===== config.mk =====
export PLATFORM = sky130hd
export DESIGN_NAME = appx_mult_ctrl
export DESIGN_NICKNAME = d
export VERILOG_FILES = /design/src/rtl/appx_mult_pkg.sv /design/src/rtl/lod16.sv /design/src/rtl/appx_mult_ctrl.sv
export SDC_FILE = /design/constraint.sdc
export NUM_CORES = 1
export LEC_CHECK = 0
export ABC_AREA = 0
export ABC_CLOCK_PERIOD_IN_PS = 5800
export BUFFER_PORTS_ARGS = -buffer_cell sky130_fd_sc_hd__buf_4
export CAP_MARGIN = 20
export CORE_MARGIN = 3
export CORE_UTILIZATION = 45
export DETAILED_ROUTE_END_ITERATION = 12
export HOLD_SLACK_MARGIN = 0.03
export SYNTH_ARGS = -nofsm -noshare
export SYNTH_HDL_FRONTEND = slang
export SYNTH_SLANG_ARGS = --single-unit

===== constraint.sdc =====
create_clock -name clk -period 5.8 [get_ports clk]
set_clock_uncertainty 0.1 [all_clocks]
set_input_delay 0.29 -clock clk [delete_from_list [all_inputs] [get_ports clk]]
set_output_delay 0.29 -clock clk [all_outputs]
set_load 0.05 [all_outputs]

===== src/rtl/appx_mult_pkg.sv =====
// ----------------------------------------------------------------------------
// appx_mult_pkg
//
// Purpose : Shared types and constants for the approximate multiplier
//           controller. Holds the FSM state encoding and the default operand
//           width / kept-mantissa-bits values used by appx_mult_ctrl and lod16.
//
// Contents:
//   state_t        - FSM states IDLE, ENC, MUL, OUT
//   DEFAULT_WIDTH  - default operand width in bits
//   DEFAULT_K      - default number of mantissa bits kept per operand
// ----------------------------------------------------------------------------
package appx_mult_pkg;

    // Default operand width in bits.
    localparam int DEFAULT_WIDTH = 16;

    // Default number of mantissa bits kept per operand after truncation.
    localparam int DEFAULT_K = 6;

    // Controller states. IDLE is the only state that accepts operands.
    typedef enum logic [1:0] {
        ST_IDLE = 2'd0,
        ST_ENC  = 2'd1,
        ST_MUL  = 2'd2,
        ST_OUT  = 2'd3
    } state_t;

endpackage : appx_mult_pkg


===== src/rtl/lod16.sv =====
// ----------------------------------------------------------------------------
// lod16
//
// Purpose : Combinational leading-one detector. Reports the index of the
//           highest set bit of the input word and whether any bit is set.
//
// Ports:
//   vec_in   in  WIDTH            word to scan
//   position out $clog2(WIDTH)    index of the highest set bit (0 when zero)
//   nonzero  out 1                high when at least one bit of vec_in is set
// ----------------------------------------------------------------------------
module lod16
    import appx_mult_pkg::*;
#(
    parameter int WIDTH = DEFAULT_WIDTH
) (
    input  logic [WIDTH-1:0]         vec_in,
    output logic [$clog2(WIDTH)-1:0] position,
    output logic                     nonzero
);

    localparam int POS_W = $clog2(WIDTH);

    // Scan from LSB to MSB so the last hit, i.e. the highest set bit, wins.
    always_comb begin
        position = '0;
        for (int i = 0; i < WIDTH; i++) begin
            if (vec_in[i]) begin
                position = POS_W'(i);
            end
        end
    end

    assign nonzero = |vec_in;

endmodule : lod16


===== src/rtl/appx_mult_ctrl.sv =====
// ----------------------------------------------------------------------------
// appx_mult_ctrl
//
// Purpose : Multi-cycle approximate unsigned multiplier. Each operand is
//           reduced to a K-bit mantissa starting at its leading one, the two
//           mantissas are multiplied exactly, and the product is shifted back
//           into place. Operands that already fit in K bits are kept exact.
//
//           Flow: IDLE (capture) -> ENC (truncate) -> MUL (multiply)
//                 -> OUT (present product, wait for consumer) -> IDLE
//
//           The product register is loaded on the first OUT cycle, so
//           out_valid rises on the third edge after the accepting edge no
//           matter what the operands are.
//
// Ports:
//   clk        in   1         clock, all registers update on the rising edge
//   rst        in   1         synchronous active-high reset
//   in_valid   in   1         operand pair present
//   in_ready   out  1         operand pair accepted this cycle (IDLE only)
//   a          in   WIDTH     unsigned operand A
//   b          in   WIDTH     unsigned operand B
//   out_valid  out  1         product valid
//   out_ready  in   1         consumer accepts the product
//   product    out  2*WIDTH   unsigned approximate product
//   busy       out  1         high whenever the FSM is not in IDLE
// ----------------------------------------------------------------------------
module appx_mult_ctrl
    import appx_mult_pkg::*;
#(
    parameter int WIDTH = DEFAULT_WIDTH,
    parameter int K     = DEFAULT_K
) (
    input  logic                 clk,
    input  logic                 rst,
    input  logic                 in_valid,
    output logic                 in_ready,
    input  logic [WIDTH-1:0]     a,
    input  logic [WIDTH-1:0]     b,
    output logic                 out_valid,
    input  logic                 out_ready,
    output logic [2*WIDTH-1:0]   product,
    output logic                 busy
);

    // Width of a leading-one position and of a per-operand shift amount.
    localparam int POS_W = $clog2(WIDTH);
    // Shift sum of both operands needs one extra bit.
    localparam int SH_W  = POS_W + 1;
    localparam int M_W   = 2 * K;
    localparam int P_W   = 2 * WIDTH;

    // ------------------------------------------------------------------------
    // State and datapath registers
    // ------------------------------------------------------------------------
    state_t             state_q,     state_d;
    logic [WIDTH-1:0]   a_q,         a_d;
    logic [WIDTH-1:0]   b_q,         b_d;
    logic [K-1:0]       ta_q,        ta_d;
    logic [K-1:0]       tb_q,        tb_d;
    logic [POS_W-1:0]   sa_q,        sa_d;
    logic [POS_W-1:0]   sb_q,        sb_d;
    logic [M_W-1:0]     m_q,         m_d;
    logic [SH_W-1:0]    sh_q,        sh_d;
    logic [P_W-1:0]     product_q,   product_d;
    logic               out_valid_q, out_valid_d;

    // Leading-one detector results for the captured operands.
    logic [POS_W-1:0]   pos_a;
    logic [POS_W-1:0]   pos_b;
    logic               nz_a;
    logic               nz_b;

    lod16 #(
        .WIDTH (WIDTH)
    ) u_lod_a (
        .vec_in   (a_q),
        .position (pos_a),
        .nonzero  (nz_a)
    );

    lod16 #(
        .WIDTH (WIDTH)
    ) u_lod_b (
        .vec_in   (b_q),
        .position (pos_b),
        .nonzero  (nz_b)
    );

    // ------------------------------------------------------------------------
    // Truncation helpers
    // ------------------------------------------------------------------------

    // Right-shift needed to bring the leading one down to bit K-1.
    // Operands whose leading one is already below bit K need no shift.
    function automatic logic [POS_W-1:0] trunc_shift(
        input logic [POS_W-1:0] p,
        input logic             nz
    );
        if (nz && (int'(p) >= K)) begin
            return POS_W'(int'(p) - K + 1);
        end
        return '0;
    endfunction

    // K-bit mantissa. When bits are dropped, bit 0 is forced high so the
    // truncated value sits near the middle of the discarded range instead
    // of always rounding down.
    function automatic logic [K-1:0] trunc_mant(
        input logic [WIDTH-1:0] x,
        input logic [POS_W-1:0] p,
        input logic             nz
    );
        logic [K-1:0] mant;
        if (!nz) begin
            return '0;
        end
        if (int'(p) >= K) begin
            mant    = K'(x >> trunc_shift(p, nz));
            mant[0] = 1'b1;
            return mant;
        end
        return x[K-1:0];
    endfunction

    // ------------------------------------------------------------------------
    // Next-state and datapath logic
    // ------------------------------------------------------------------------
    always_comb begin
        state_d     = state_q;
        a_d         = a_q;
        b_d         = b_q;
        ta_d        = ta_q;
        tb_d        = tb_q;
        sa_d        = sa_q;
        sb_d        = sb_q;
        m_d         = m_q;
        sh_d        = sh_q;
        product_d   = product_q;
        out_valid_d = out_valid_q;

        case (state_q)
            ST_IDLE: begin
                if (in_valid) begin
                    a_d     = a;
                    b_d     = b;
                    state_d = ST_ENC;
                end
            end

            ST_ENC: begin
                ta_d    = trunc_mant(a_q, pos_a, nz_a);
                sa_d    = trunc_shift(pos_a, nz_a);
                tb_d    = trunc_mant(b_q, pos_b, nz_b);
                sb_d    = trunc_shift(pos_b, nz_b);
                state_d = ST_MUL;
            end

            ST_MUL: begin
                m_d     = M_W'(ta_q) * M_W'(tb_q);
                sh_d    = SH_W'(sa_q) + SH_W'(sb_q);
                state_d = ST_OUT;
            end

            ST_OUT: begin
                // First OUT cycle loads the product; afterwards it is held
                // until the consumer takes it. The width can never overflow
                // because the mantissa product plus the maximum shift is
                // exactly 2*WIDTH bits.
                if (!out_valid_q) begin
                    product_d   = P_W'(m_q) << sh_q;
                    out_valid_d = 1'b1;
                end else if (out_ready) begin
                    product_d   = '0;
                    out_valid_d = 1'b0;
                    state_d     = ST_IDLE;
                end
            end

            default: begin
                state_d = ST_IDLE;
            end
        endcase
    end

    // ------------------------------------------------------------------------
    // Registers, reset to the idle/empty state
    // ------------------------------------------------------------------------
    always_ff @(posedge clk) begin
        if (rst) begin
            state_q     <= ST_IDLE;
            a_q         <= '0;
            b_q         <= '0;
            ta_q        <= '0;
            tb_q        <= '0;
            sa_q        <= '0;
            sb_q        <= '0;
            m_q         <= '0;
            sh_q        <= '0;
            product_q   <= '0;
            out_valid_q <= 1'b0;
        end else begin
            state_q     <= state_d;
            a_q         <= a_d;
            b_q         <= b_d;
            ta_q        <= ta_d;
            tb_q        <= tb_d;
            sa_q        <= sa_d;
            sb_q        <= sb_d;
            m_q         <= m_d;
            sh_q        <= sh_d;
            product_q   <= product_d;
            out_valid_q <= out_valid_d;
        end
    end

    // in_ready depends on the state alone so a producer never sees a
    // combinational path from its own in_valid.
    assign in_ready  = (state_q == ST_IDLE);
    assign busy      = (state_q != ST_IDLE);
    assign out_valid = out_valid_q;
    assign product   = product_q;

endmodule : appx_mult_ctrl


==> results of run 1 <==
==> cell families after synthesis <==
family,after synthesis,share of synthesized area
and+or+nand+nor,319,0.206
AOI/OAI and AO/OA,244,0.233
buffers and inverters,113,0.0686
DFF,104,0.290
muxes,53,0.0846
adders and majority gates,50,0.106
xor gates and xnor gates,10,0.0122
==> worst min-delay path, delay by kind of cell <==
family	cells	cell delay [ps]
AO/OA/AOI/OAI	1	50
buffers and inverters	1	110
AND/OR/NAND/NOR	1	40
==> Yosys cell counts, drive strengths merged, types with 3 or more instances <==
cell type  instances  share of area
o2111ai            3         0.0037
a31oi              5         0.0044
or2                4         0.0038
o221ai             5         0.0070
a211o              4         0.0049
a211oi            13          0.015
o311ai             5         0.0061
mux2               9          0.015
buf               31          0.026
clkbuf            32          0.017
o211ai             6         0.0063
nor2b              9         0.0078
and2              25          0.022
a222oi             6         0.0084
a221o              5         0.0070
fa                18          0.050
mux2i             39          0.054
o31ai              3         0.0031
nor2              91          0.049
a22oi             27          0.029
xor2               3         0.0037
xnor2              7         0.0085
a21o               7         0.0073
a311oi             4         0.0049
o21ai             35          0.025
ha                32          0.056
nor3              12         0.0090
inv               50          0.026
nand3b             3         0.0031
nand2            122          0.064
o21bai             3         0.0031
a221oi             9          0.012
a21oi             74          0.052
nand3             16          0.011
dfxtp            104           0.29
mux4               5          0.016
o211a              4         0.0056
nor4               6         0.0061
nand2b             7         0.0061
or4                5         0.0063
nor3b              5         0.0052
o22ai             10         0.0096
and3               6         0.0052
==> path summary, 6_finish.rpt <==
check,from,end,slack (ps),cells past startpoint
min reg2reg,b_q[0]$_SDFFE_PP0P_,b_q[0]$_SDFFE_PP0P_,380,2
min,a[14],a_q[14]$_SDFFE_PP0P_,70,3
max,b_q[5]$_SDFFE_PP0P_,tb_q[2]$_SDFFE_PP0N_,1760,13
max reg2reg,b_q[5]$_SDFFE_PP0P_,tb_q[2]$_SDFFE_PP0N_,1760,13
==> layer usage <==
metal / vias to the layer above / part of all wire / GRT usage / wire length [um]
met5: - / 0 / 0 / 0
met4: 0 / 0.018 / 0.0525 / 325
met3: 36 / 0.056 / 0.0473 / 1030
met2: 244 / 0.47 / 0.336 / 8660
met1: 3144 / 0.46 / 0.288 / 8400
li1: 3241 / - / - / -
==> final cells by class <==
| cell class | instances | share of cell area |
|---|---|---|
| inverters | 50 | 0.0234 |
| repair buffers | 75 | 0.0745 |
| well taps | 211 | 0.0329 |
| clock buffers | 10 | 0.0285 |
| flip-flops and latches | 104 | 0.259 |
| multi-input cells | 676 | 0.575 |
| clock inverters | 6 | 0.00639 |
==> where the power goes <==
part / switching (mW) / internal [mW]
clock: 0.289 / 0.299
combinational: 1.39 / 0.834
sequential: 0.227 / 0.831
total: 1.91 / 1.96
==> state kept, by name, summed over array words and instances (netlist names) <==
register / flops
m_q: 12
sh_q: 5
out_valid: 1
ta_q: 6
b_q: 16
sb_q: 4
state_q: 2
sa_q: 4
tb_q: 6
a_q: 16
product: 32
==> metrics by stage <==
step	instance area [um2]	worst slack (ps)
floorplan	7190	2000
CTS	7990	1760
detailed placement	7710	1780
global placement	7690	1850
finish	8030	1760
global route	8030	1500
==> flow_summary.json, run 1 <==
{
  "final-hold-violation-count": 0,
  "layout_commonest_cell": "nand2_1",
  "worstPathArrival_ps": 4130,
  "cts_hold_repair.buffers": 0,
  "fmax_mhz": 247,
  "nFillCells": 1497,
  "cts_root_buffer": "clkbuf_16",
  "core_mm2": 0.0154,
  "maxSlewHeadroom": 0.326,
  "path_clk_slew_ps": 80,
  "ys_ff_latch": 104,
  "nets": 1002,
  "cts.sinks": 104,
  "seqCellArea_mm2": 0.00208,
  "tightest_slew_ps": 1010,
  "antenna_found_initial": 0,
  "vias_per_cell": 5.89,
  "multi_input_area_mm2": 0.00462,
  "syn_avg_cell_area_um2": 8.05,
  "yosys_warnings": 0,
  "fp-row-count": 45,
  "hpwl_um": 13800,
  "synth_ff_type": "dfxtp_1",
  "mostFrequentLayoutCells": "nand2_1, dfxtp_1, nor2_1",
  "wl_per_cell_um": 16.3,
  "drt_iter0_markers": 494,
  "ys_types": 81,
  "worstSetupEndpointType": "register",
  "hold_ws_ps": 71.4,
  "post-route-util": 0.521,
  "vias": 6665,
  "area_growth_pct": 11.7,
  "required_ps": 5880,
  "place.gp.congestion": 0.911,
  "critPathTopFamily": "compound AO/OA/AOI/OAI gates",
  "io_pins": 71,
  "path_class": "reg2reg",
  "cts_tree": "done",
  "hp-class": "in2reg",
  "dp_cells": 1114,
  "grt_usage": 0.210,
  "fin_setup_tns_ps": 0,
  "postCtsSetupBuffers": 0,
  "grt_overflow": 0,
  "cpMaxStageDelayCell": "dfxtp_1",
  "grt_start_max_net_pins": 56,
  "cap_viol_max_count": 0,
  "min_period_over_period": 0.697,
  "dieWidth_um": 132,
  "final_layout_size_suffix_gt1_frac": 0.134,
  "cp_num_buf_inv": 2,
  "ir_drop_v": 0.000299,
  "yosysSeqAreaShare": 0.290,
  "ant_nets": 0,
  "dr.pass1.iters": 5,
  "grt_setup_unrepaired": "false",
  "cts_buffers": 9,
  "die_area_mm2": 0.0175,
  "totalWireLength_um": 18400,
  "h-tree-depth": 3,
  "synthCells": 893,
  "status": "finished, final reports clean",
  "final-setup-viol-count": 0,
  "worst_path_largest_cell_delay_ps": 480,
  "n_antenna_cell": 0,
  "async_flop_share": 0,
  "period_needed_ps": 4040,
  "total_power_mw": 3.87,
  "io_buffers": 70,
  "worstPathCellList": "inv_2 > a221o_1 > a211oi_1 > or2_1 > inv_2 > ha_1 > or3_1 > a21oi_1 > o21ai_1 > and2_1 > a211o_1 > a221oi_1 > a311oi_1",
  "synth_edf_count": 0,
  "p_leak_nw": 3.23,
  "instances_no_fill": 1132,
  "cts_buffer_depth": 2,
  "slew_viol_final": 0,
  "synth_nets": 979,
  "grt_pass1_vias": 6277,
  "crit_top_cell": "inv_2",
  "clock_latency_ps": 360,
  "drc": 0,
  "cp_max_fo": 14,
  "grt_pass1_wl_um": 31000,
  "die_h_um": 132,
  "initial_core_util": 0.466,
  "start_kind": "register",
  "netlist_area_mm2": 0.00719,
  "power_density_mw_per_mm2": 482,
  "cts_resized": 0
}
Note: power is estimated with default switching activity, not from simulation.
==> inputs of run 2 (changes only) <==
--- a/config.mk
+++ b/config.mk
@@ -6,13 +6,14 @@
 export NUM_CORES = 1
 export LEC_CHECK = 0
 export ABC_AREA = 0
-export ABC_CLOCK_PERIOD_IN_PS = 5800
+export ABC_CLOCK_PERIOD_IN_PS = 3300
 export BUFFER_PORTS_ARGS = -buffer_cell sky130_fd_sc_hd__buf_4
 export CAP_MARGIN = 20
 export CORE_MARGIN = 3
 export CORE_UTILIZATION = 45
 export DETAILED_ROUTE_END_ITERATION = 12
 export HOLD_SLACK_MARGIN = 0.03
+export PLACE_DENSITY = 0.66
 export SYNTH_ARGS = -nofsm -noshare
 export SYNTH_HDL_FRONTEND = slang
 export SYNTH_SLANG_ARGS = --single-unit
==> constraint.sdc (replaced) <==
create_clock -name clk -period 3.3 [get_ports clk]
set_clock_uncertainty 0.1 [all_clocks]
set_input_delay 0.165 -clock clk [delete_from_list [all_inputs] [get_ports clk]]
set_output_delay 0.165 -clock clk [all_outputs]
set_load 0.05 [all_outputs]
==> flow_summary.json, run 2 (synthesized netlist as in run 1, its figures left out) <==
{
  "p_int_mw": 4.49,
  "tightest_slew_ps": 1070,
  "cts_buffers": 9,
  "drc": 0,
  "min_period_over_period": 1.07,
  "die_area_mm2": 0.0175,
  "start_kind": "register",
  "cts_tree": "done",
  "area_growth_pct": 30.7,
  "vias_per_cell": 5.59,
  "grt_pass1_wl_um": 32100,
  "layout_commonest_cell": "buf_4",
  "slew_viol_final": 0,
  "fp-row-count": 45,
  "hpwl_um": 14300,
  "initial_core_util": 0.466,
  "ant_nets": 0,
  "final_layout_size_suffix_gt1_frac": 0.266,
  "design_area_mm2": 0.00940,
  "antenna_found_initial": 0,
  "dr.pass1.iters": 5,
  "cp_max_fo": 4,
  "worstSetupEndpointType": "register",
  "clock_latency_ps": 350,
  "wl_per_cell_um": 15.5,
  "core_mm2": 0.0154,
  "grt_start_max_net_pins": 63,
  "required_ps": 3420,
  "clock_power_share": 0.130,
  "final-setup-viol-count": 7,
  "fmax_mhz": 284,
  "cts_root_buffer": "clkbuf_16",
  "n_antenna_cell": 0,
  "p_leak_nw": 3.92,
  "nets": 1137,
  "total_power_mw": 8.28,
  "final-hold-violation-count": 0,
  "power_density_mw_per_mm2": 881,
  "io_pins": 71,
  "fin_ws_ps": -221,
  "switching_share": 0.458,
  "place.gp.congestion": 0.934,
  "crit_start": "tb_q[0]$_SDFFE_PP0N_",
  "largest_reg_flops": 32,
  "die_h_um": 132,
  "totalWireLength_um": 19700,
  "grt_pass1_vias": 6554,
  "place_area_mm2": 0.00846,
  "path_clk_slew_ps": 70,
  "ir_drop_v": 0.000523,
  "cts.sinks": 104,
  "cap_viol_max_count": 0,
  "hp-class": "in2reg",
  "vias": 7079,
  "h-tree-depth": 3,
  "mostFrequentLayoutCells": "buf_4, nand2_1, dfxtp_1",
  "pwr-share-seq": 0.207,
  "cts_buffer_depth": 2,
  "timing.rr.start": "tb_q[0]$_SDFFE_PP0N_",
  "grt_overflow": 0,
  "path_class": "reg2reg",
  "drt_iter0_markers": 648,
  "maxSlewHeadroom": 0.286,
  "io_buffers": 70,
  "worstPathArrival_ps": 3640,
  "period_needed_ps": 3520,
  "hp-start": "out_ready",
  "dieWidth_um": 132,
  "p_switching_mw": 3.79,
  "violations": "negative setup slack",
  "grt_usage": 0.216,
  "combinationalPowerShare": 0.662,
  "grt_setup_unrepaired": "true",
  "status": "finished with violations"
}
[run 2: changes by cell type in the layout (fill, tap and decap cells not counted), moves of 5 or more]
cell / change
dlygate4sd3_1: +32
dfxtp_1: -12
o21ai_0: -5
dfxtp_2: +8
ha_4: +5
ha_1: -5
buf_4: +102
[run 2: power groups by stage]
stage | combinational, mW | clock (mW) | sequential [mW]
6_report | 5.49 | 1.08 | 1.72
5_1_grt | 5.94 | 1.15 | 1.76
4_1_cts | 4.96 | 1.10 | 1.70
3_5_place_dp | 4.88 | 0 | 1.72
3_3_place_gp | 4.87 | 0 | 1.71
2_1_floorplan | 3.40 | 0 | 1.67
[run 2: metrics by stage]
step                worst slack (ps)  utilization  std cells  setup TNS (ps)  hold slack [ps]
floorplan                       -193            -        893            -306              193
global placement                -229        0.549       1208            -937              315
detailed placement              -286        0.549       1208            -972              320
CTS                             -253        0.592       1259            -957             32.5
global route                    -388        0.609       1267           -1990             56.5
finish                          -221        0.609       1267            -802             37.6
[run 2: worst paths after layout]
| path | endpoint | cells after the start | slack [ps] |
|---|---|---|---|
| worst max register to register | m_q[11]$_SDFFE_PP0P_ | 15 | -220 |
| worst max-delay path | m_q[11]$_SDFFE_PP0P_ | 15 | -220 |
| worst min-delay path | out_valid$_SDFFE_PP0P_ | 4 | 40 |
| worst min register to register | a_q[0]$_SDFFE_PP0P_ | 2 | 370 |
[run 2: what timing repair did]
item                                    in CTS  in global routing
pin swaps                                   14                 32
gates cloned                                 0                  1
gates resized for setup                     10                 41
endpoints found under the hold margin       32                  0
hold buffers                                32                  0
buffers inserted                             3                  8
endpoints found under the setup margin      10                 14
[run 2: layout make-up]
type                            count  area (um2)
Tap cell                          211         264
Multi-Input combinational cell    676        4860
Clock inverter                      6        58.8
Clock buffer                       10         239
Fill cell                        1374        6030
Inverter                           50         190
Timing Repair Buffer              210        1680
Sequential cell                   104        2110
[run 2: critical path, stage by stage (launching register included)]
cell      delay (ps)
dfxtp_2          340
and2_4           140
fa_1             540
inv_1             50
fa_1             450
fa_1             530
inv_2             40
ha_4             200
a21o_1           160
a21oi_2          140
o21bai_1         120
a21oi_2          160
o21ai_1           80
xor2_1           140
mux2i_1          130
nor2_1            60
[run 2: metal layers]
layer	share of wire	GRT usage
met5	0	0
met4	0.024	0.0652
met3	0.044	0.0405
met2	0.48	0.362
met1	0.45	0.285
